File: src/rtl/miner_reg_bank.sv
// miner_reg_bank: byte-addressed host register bank for the mining core.
//   0x00              STATUS  RO  {found_flag, found_lost, job_pending, 2'b0, state_in}
//   0x01              CTRL    WO  bit0 COMMIT, bit1 FOUND_CLR; reads 0
//   0x02..0x05        FOUND   RO  found_nonce, MSB first
//   NONCE_BASE+4c+b   NONCE   RO  channel c live nonce, MSB first
//   CFG_BASE+k        CFG     RW  shadow job config byte k
// Any 32-bit word is read tear-free: reading its MSB latches the whole word into a shared
// snapshot, and the three lower bytes are then served from that snapshot.
// The host edits a shadow config bank; COMMIT hands it to the active bank (seen by the hash
// cores) in a single edge at a job boundary via job_valid/job_ready.
// Optional build macro: MINER_REG_RD_PIPE_EN registers rd_data (latency 1, loaded on rd_en).
module miner_reg_bank #(
  parameter int NUM_CH    = 4,
  parameter int ADDR_W    = 8,
  parameter int MID_BYTES = 32,
  parameter int HDR_BYTES = 12,
  parameter int TGT_BYTES = 32
) (
  input  logic                    clk,
  input  logic                    reset,
  input  logic [ADDR_W-1:0]       addr,
  input  logic                    rd_en,
  output logic [7:0]              rd_data,
  input  logic                    wr_en,
  input  logic [7:0]              wr_data,
  input  logic [2:0]              state_in,
  input  logic [32*NUM_CH-1:0]    nonce_live,
  input  logic                    found_valid,
  input  logic [7:0]              found_ch,
  input  logic [31:0]             found_nonce,
  output logic                    job_valid,
  input  logic                    job_ready,
  output logic [8*MID_BYTES-1:0]  midstate,
  output logic [8*HDR_BYTES-1:0]  header_left,
  output logic [8*TGT_BYTES-1:0]  target
);

  localparam int CFG_N       = MID_BYTES + HDR_BYTES + TGT_BYTES;
  localparam int ADDR_STATUS = 0;
  localparam int ADDR_CTRL   = 1;
  localparam int FOUND_BASE  = 2;
  localparam int NONCE_BASE  = 6;
  localparam int CFG_BASE    = NONCE_BASE + 4 * NUM_CH;

  logic [8*CFG_N-1:0] r_shadow;
  logic [8*CFG_N-1:0] r_active;
  logic [31:0]        r_snap;
  logic [31:0]        r_found_nonce;
  logic [7:0]         r_found_ch;
  logic               r_found_flag;
  logic               r_found_lost;
  logic               r_job_pending;

  logic               w_ctrl_wr;
  logic               w_commit;
  logic               w_found_clr;
  logic               w_xfer;
  logic [7:0]         w_status;
  logic [7:0]         w_rd_byte;
  logic               w_snap_load;
  logic [31:0]        w_snap_val;
  logic               w_unused_found_ch;

  assign w_ctrl_wr   = wr_en && (addr == ADDR_W'(ADDR_CTRL));
  assign w_commit    = w_ctrl_wr && wr_data[0];
  assign w_found_clr = w_ctrl_wr && wr_data[1];
  assign w_xfer      = r_job_pending && job_ready;
  assign w_status    = {r_found_flag, r_found_lost, r_job_pending, 2'b00, state_in};

  // The captured channel index has no readback register; it is held for future use only.
  assign w_unused_found_ch = ^r_found_ch;

  assign job_valid   = r_job_pending;
  assign midstate    = r_active[8*MID_BYTES-1:0];
  assign header_left = r_active[8*(MID_BYTES+HDR_BYTES)-1:8*MID_BYTES];
  assign target      = r_active[8*CFG_N-1:8*(MID_BYTES+HDR_BYTES)];

  // Host writes into the shadow config bank.
  always_ff @(posedge clk) begin
    // NOTE: the config banks are flop arrays that must read as zero after reset, so they are
    // reset explicitly rather than left to power-up values.
    if (!reset) begin
      r_shadow <= '0;
    end else if (wr_en) begin
      for (int k = 0; k < CFG_N; k++) begin
        if (addr == ADDR_W'(CFG_BASE + k)) r_shadow[8*k +: 8] <= wr_data;
      end
    end
  end

  // Whole-bank transfer to the cores on the handshake edge; a same-cycle shadow write is not seen.
  always_ff @(posedge clk) begin
    // NOTE: non-blocking assignment samples r_shadow as it was before this edge's host write.
    if (!reset)      r_active <= '0;
    else if (w_xfer) r_active <= r_shadow;
  end

  // Job pending: set by COMMIT, cleared by the transfer; a fresh COMMIT re-arms it.
  always_ff @(posedge clk) begin
    if (!reset)        r_job_pending <= 1'b0;
    else if (w_commit) r_job_pending <= 1'b1;
    else if (w_xfer)   r_job_pending <= 1'b0;
  end

  // Found capture: first hit wins; later hits only flag loss; capture beats a same-cycle clear.
  always_ff @(posedge clk) begin
    if (!reset) begin
      r_found_flag  <= 1'b0;
      r_found_lost  <= 1'b0;
      r_found_ch    <= '0;
      r_found_nonce <= '0;
    end else if (found_valid) begin
      if (!r_found_flag || w_found_clr) begin
        r_found_flag  <= 1'b1;
        r_found_lost  <= 1'b0;
        r_found_ch    <= found_ch;
        r_found_nonce <= found_nonce;
      end else begin
        r_found_lost  <= 1'b1;
      end
    end else if (w_found_clr) begin
      r_found_flag <= 1'b0;
      r_found_lost <= 1'b0;
    end
  end

  // Read decode: MSB bytes come live, lower bytes from the snapshot taken at the MSB read.
  always_comb begin
    // NOTE: every output gets a default first so no path through the decode infers a latch.
    w_rd_byte   = '0;
    w_snap_load = 1'b0;
    w_snap_val  = '0;
    if (addr == ADDR_W'(ADDR_STATUS)) w_rd_byte = w_status;
    for (int b = 0; b < 4; b++) begin
      if (addr == ADDR_W'(FOUND_BASE + b)) begin
        if (b == 0) begin
          w_rd_byte   = r_found_nonce[31:24];
          w_snap_load = 1'b1;
          w_snap_val  = r_found_nonce;
        end else begin
          w_rd_byte   = r_snap[31-8*b -: 8];
        end
      end
    end
    for (int c = 0; c < NUM_CH; c++) begin
      for (int b = 0; b < 4; b++) begin
        if (addr == ADDR_W'(NONCE_BASE + 4*c + b)) begin
          if (b == 0) begin
            w_rd_byte   = nonce_live[32*c+31 -: 8];
            w_snap_load = 1'b1;
            w_snap_val  = nonce_live[32*c +: 32];
          end else begin
            w_rd_byte   = r_snap[31-8*b -: 8];
          end
        end
      end
    end
    for (int k = 0; k < CFG_N; k++) begin
      if (addr == ADDR_W'(CFG_BASE + k)) w_rd_byte = r_shadow[8*k +: 8];
    end
  end

  // Shared snapshot: latch the full word whenever its MSB byte is read.
  always_ff @(posedge clk) begin
    if (!reset)                    r_snap <= '0;
    else if (rd_en && w_snap_load) r_snap <= w_snap_val;
  end

`ifdef MINER_REG_RD_PIPE_EN
  logic [7:0] r_rd_data;

  // Registered read port: loads on rd_en, holds otherwise.
  always_ff @(posedge clk) begin
    if (!reset)     r_rd_data <= '0;
    else if (rd_en) r_rd_data <= w_rd_byte;
  end

  assign rd_data = r_rd_data;
`else
  assign rd_data = w_rd_byte;
`endif

endmodule

File: config.mk
export PLATFORM = sky130hd
export DESIGN_NAME = miner_reg_bank
export DESIGN_NICKNAME = d
export VERILOG_FILES = /design/src/rtl/miner_reg_bank.sv
export SDC_FILE = /design/constraint.sdc
export NUM_CORES = 2
export LEC_CHECK = 0
export ABC_AREA = 1
export CORE_UTILIZATION = 40
export CTS_CLUSTER_SIZE = 8
export DETAILED_ROUTE_END_ITERATION = 8
export PLACE_DENSITY = 0.74
export SLEW_MARGIN = 20
export SYNTH_ARGS = -nofsm -noshare
export SYNTH_HDL_FRONTEND = slang
export SYNTH_SLANG_ARGS = --single-unit
File: constraint.sdc
create_clock -name clk -period 8.4 [get_ports clk]
set_clock_uncertainty 0.1 [all_clocks]
set_input_delay 2.1 -clock clk [delete_from_list [all_inputs] [get_ports clk]]
set_output_delay 2.1 -clock clk [all_outputs]
set_load 0.05 [all_outputs]
==> flow_summary.json <==
{
  "cts.reportedPaths.clkPinSlew_ns": 0.05,
  "switchingPower_uw": 3130,
  "comb_power_share_pct": 4.6,
  "grt_max_degree": 261,
  "grt-ovfl-total": 0,
  "avgRoutedWirePerCell_um": 22.8,
  "clkLatencyLatePin_ns": 0.82,
  "crit_path_end_kind": "output pin",
  "avgSynthCellArea_um2": 7.31,
  "seqPwrFrac_pct": 46.2,
  "gp_congestion": 1.01,
  "critical_path_arrival_ns": 8.34,
  "setup_viol": 8,
  "vias_per_cell": 5.48,
  "numPortBuffers": 801,
  "slew_headroom_pct": 22.7,
  "design.die.area_um2": 128000,
  "p_int_uw": 10000,
  "mostFrequentLayoutCells": "dfxtp_1, o21ai_0, a21oi_1",
  "syn-num-nets": 7137,
  "period_needed_ns": 10.54,
  "coreArea_um2": 126000,
  "crit_type": "input port to output pin",
  "startpoint_type": "input port",
  "ff_latch_area_um2": 25500,
  "start_util_pct": 40.4,
  "cts_buffers": 178,
  "cp_max_fo": 5,
  "synth-seq-cells": 1275,
  "finalInstanceArea_um2": 66800,
  "yosysWarningCount": 0,
  "post-dp-hpwl_um": 152000,
  "wirelength_um": 214000,
  "synth_top_cell_by_area": "dfxtp_1",
  "slowest_delay_ns": 0.18,
  "slowest_stage": "nand4_1",
  "worst_slew_pin_slew_ns": 1.16,
  "status": "complete, but fails checks",
  "final_util_pct": 53.1,
  "finalNetCount": 7926,
  "netlist.area_leader.share_pct": 50.3,
  "cts_tree": "yes",
  "irDropWorstVdd_mv": 0.202,
  "synth_area_um2": 50700,
  "vias": 51500,
  "area_delta_synth_final_pct": 31.6,
  "critPathRequiredTime_ns": 6.20,
  "holdWs_ns": 0.359,
  "final_antenna_net_count": 0,
  "cts_buffer_depth": 3,
  "placed_cell_area_um2": 61200,
  "final.period_utilization_pct": 125,
  "cts_hold_buf": 0,
  "multi_input_area_um2": 21000,
  "switching_share_pct": 23.7,
  "drv_slew": 0,
  "power.density_nw_per_um2": 197,
  "grt.total_usage_pct": 32.2,
  "grt_pass1_wl_um": 309000,
  "rsz0062_at_grt": "true",
  "hold_viol": 0,
  "antenna_found_initial": 7,
  "ys_seq_area_share_pct": 50.3,
  "max_freq_mhz": 94.9,
  "root_buffer": "clkbuf_16",
  "drive_above_1_share_pct": 8.65,
  "drc": 0,
  "fp.dieH_um": 358,
  "pwr-share-clk_pct": 49.2,
  "fin_ws_ns": -2.14,
  "rows": 130,
  "dr.first_iter.drc_count": 6278,
  "maxCapViolCount": 0,
  "synth_area_leaders": "dfxtp_1, o21ai_0, a21oi_1, nand2_1, inv_1",
  "die_w_um": 358,
  "firstDrtPassIters": 6,
  "grt_pass1_vias": 47600,
  "yosysUniqueCellTypes": 29,
  "netlist_instances": 6944,
  "htree_levels": 4,
  "cts.sinks": 1275,
  "fillers": 11800,
  "io_pins": 810,
  "hold_class": "flip-flop to flip-flop",
  "p_leak_uw": 0.0237,
  "layout_commonest_cell": "dfxtp_1",
  "violations": "setup timing",
  "fin_setup_tns_ns": -15.48
}
==> routing by layer <==
metal / vias up / global-route usage [%] / routed length [µm]
met5: - / 0 / 13
met4: 2 / 15.2 / 9870
met2: 2430 / 49.1 / 94100
met1: 24200 / 42.4 / 89800
li1: 24400 / - / -
met3: 421 / 8.20 / 20400
==> state kept, by name, summed over array words and instances (netlist names) <==
name / flops
r_found_nonce: 32
job_valid: 1
r_found_lost: 1
r_found_flag: 1
r_shadow: 608
r_active: 608
r_snap: 24
==> critical path, delay by kind of cell <==
family                 cells  cell delay (ns)
AND/OR/NAND/NOR           55             5.49
buffers and inverters      6             0.76
==> area by class of cell <==
type	count	area share [%]
inverters	724	4.10
diodes	3	0.0112
clock buffers	183	6.73
clock inverters	17	0.622
multi-input cells	4447	31.5
repair buffers	1107	15.7
well taps	1650	3.09
flip-flops and latches	1275	38.2
==> Yosys cell counts <==
cell,number
or2_2,8
clkinv_1,8
o22ai_1,2
buf_2,2
nand2_1,962
or2_0,3
inv_1,701
a221oi_1,24
nor2_1,647
nor2_2,4
o21ai_1,2
inv_4,1
clkbuf_1,478
buf_1,16
nor2_4,2
nor3_1,10
o21ai_0,1232
nand3_1,206
buf_6,1
buf_4,1
inv_2,14
a21oi_1,1166
dfxtp_1,1275
or2_1,2
nor2_8,1
nand2_2,1
nand4_1,149
a31oi_1,24
nand2_4,2
==> through the flow <==
| step | power (µW) | worst slack, ns | cells |
|---|---|---|---|
| after global placement | 6770 | -2.42 | 9192 |
| final | 13200 | -2.14 | 9406 |
| after CTS | 13200 | -2.10 | 9398 |
| after global routing | 13500 | -2.50 | 9405 |
| after floorplan | 6480 | 0.0253 | 6944 |
| after detailed placement | 6780 | -2.51 | 9192 |
==> repair_timing <==
item                       CTS  global route
setup endpoints to repair    8             8
setup buffers                6             5
pin swaps                   46            53
resized for setup          134            63
gates cloned                 0             0
==> path summary, 6_finish.rpt <==
check / startpoint / end / slack (ns) / cells after the start
setup / recovery: addr[4] / rd_data[5] / -2.14 / 61
hold / removal: r_found_nonce[3] / r_found_nonce[3] / 0.36 / 2
setup reg to reg: job_valid / r_active[566] / 5.73 / 5
hold reg to reg: r_found_nonce[3] / r_found_nonce[3] / 0.36 / 2
==> power by group through the flow <==
stage / Clock (µW) / Sequential [µW] / Combinational [µW]
floorplan: 0 / 6210 / 268
global placement: 0 / 6210 / 561
global route: 6820 / 6090 / 632
finish: 6480 / 6090 / 601
detailed placement: 0 / 6210 / 566
CTS: 6550 / 6090 / 580
==> kinds of logic after synthesis <==
logic type | synth area share, %
AO/OA/AOI/OAI | 24.4
buffers and inverters | 9.07
flip-flops | 50.3
AND/OR/NAND/NOR | 16.2
No activity file was read; power rests on OpenSTA's default activity.
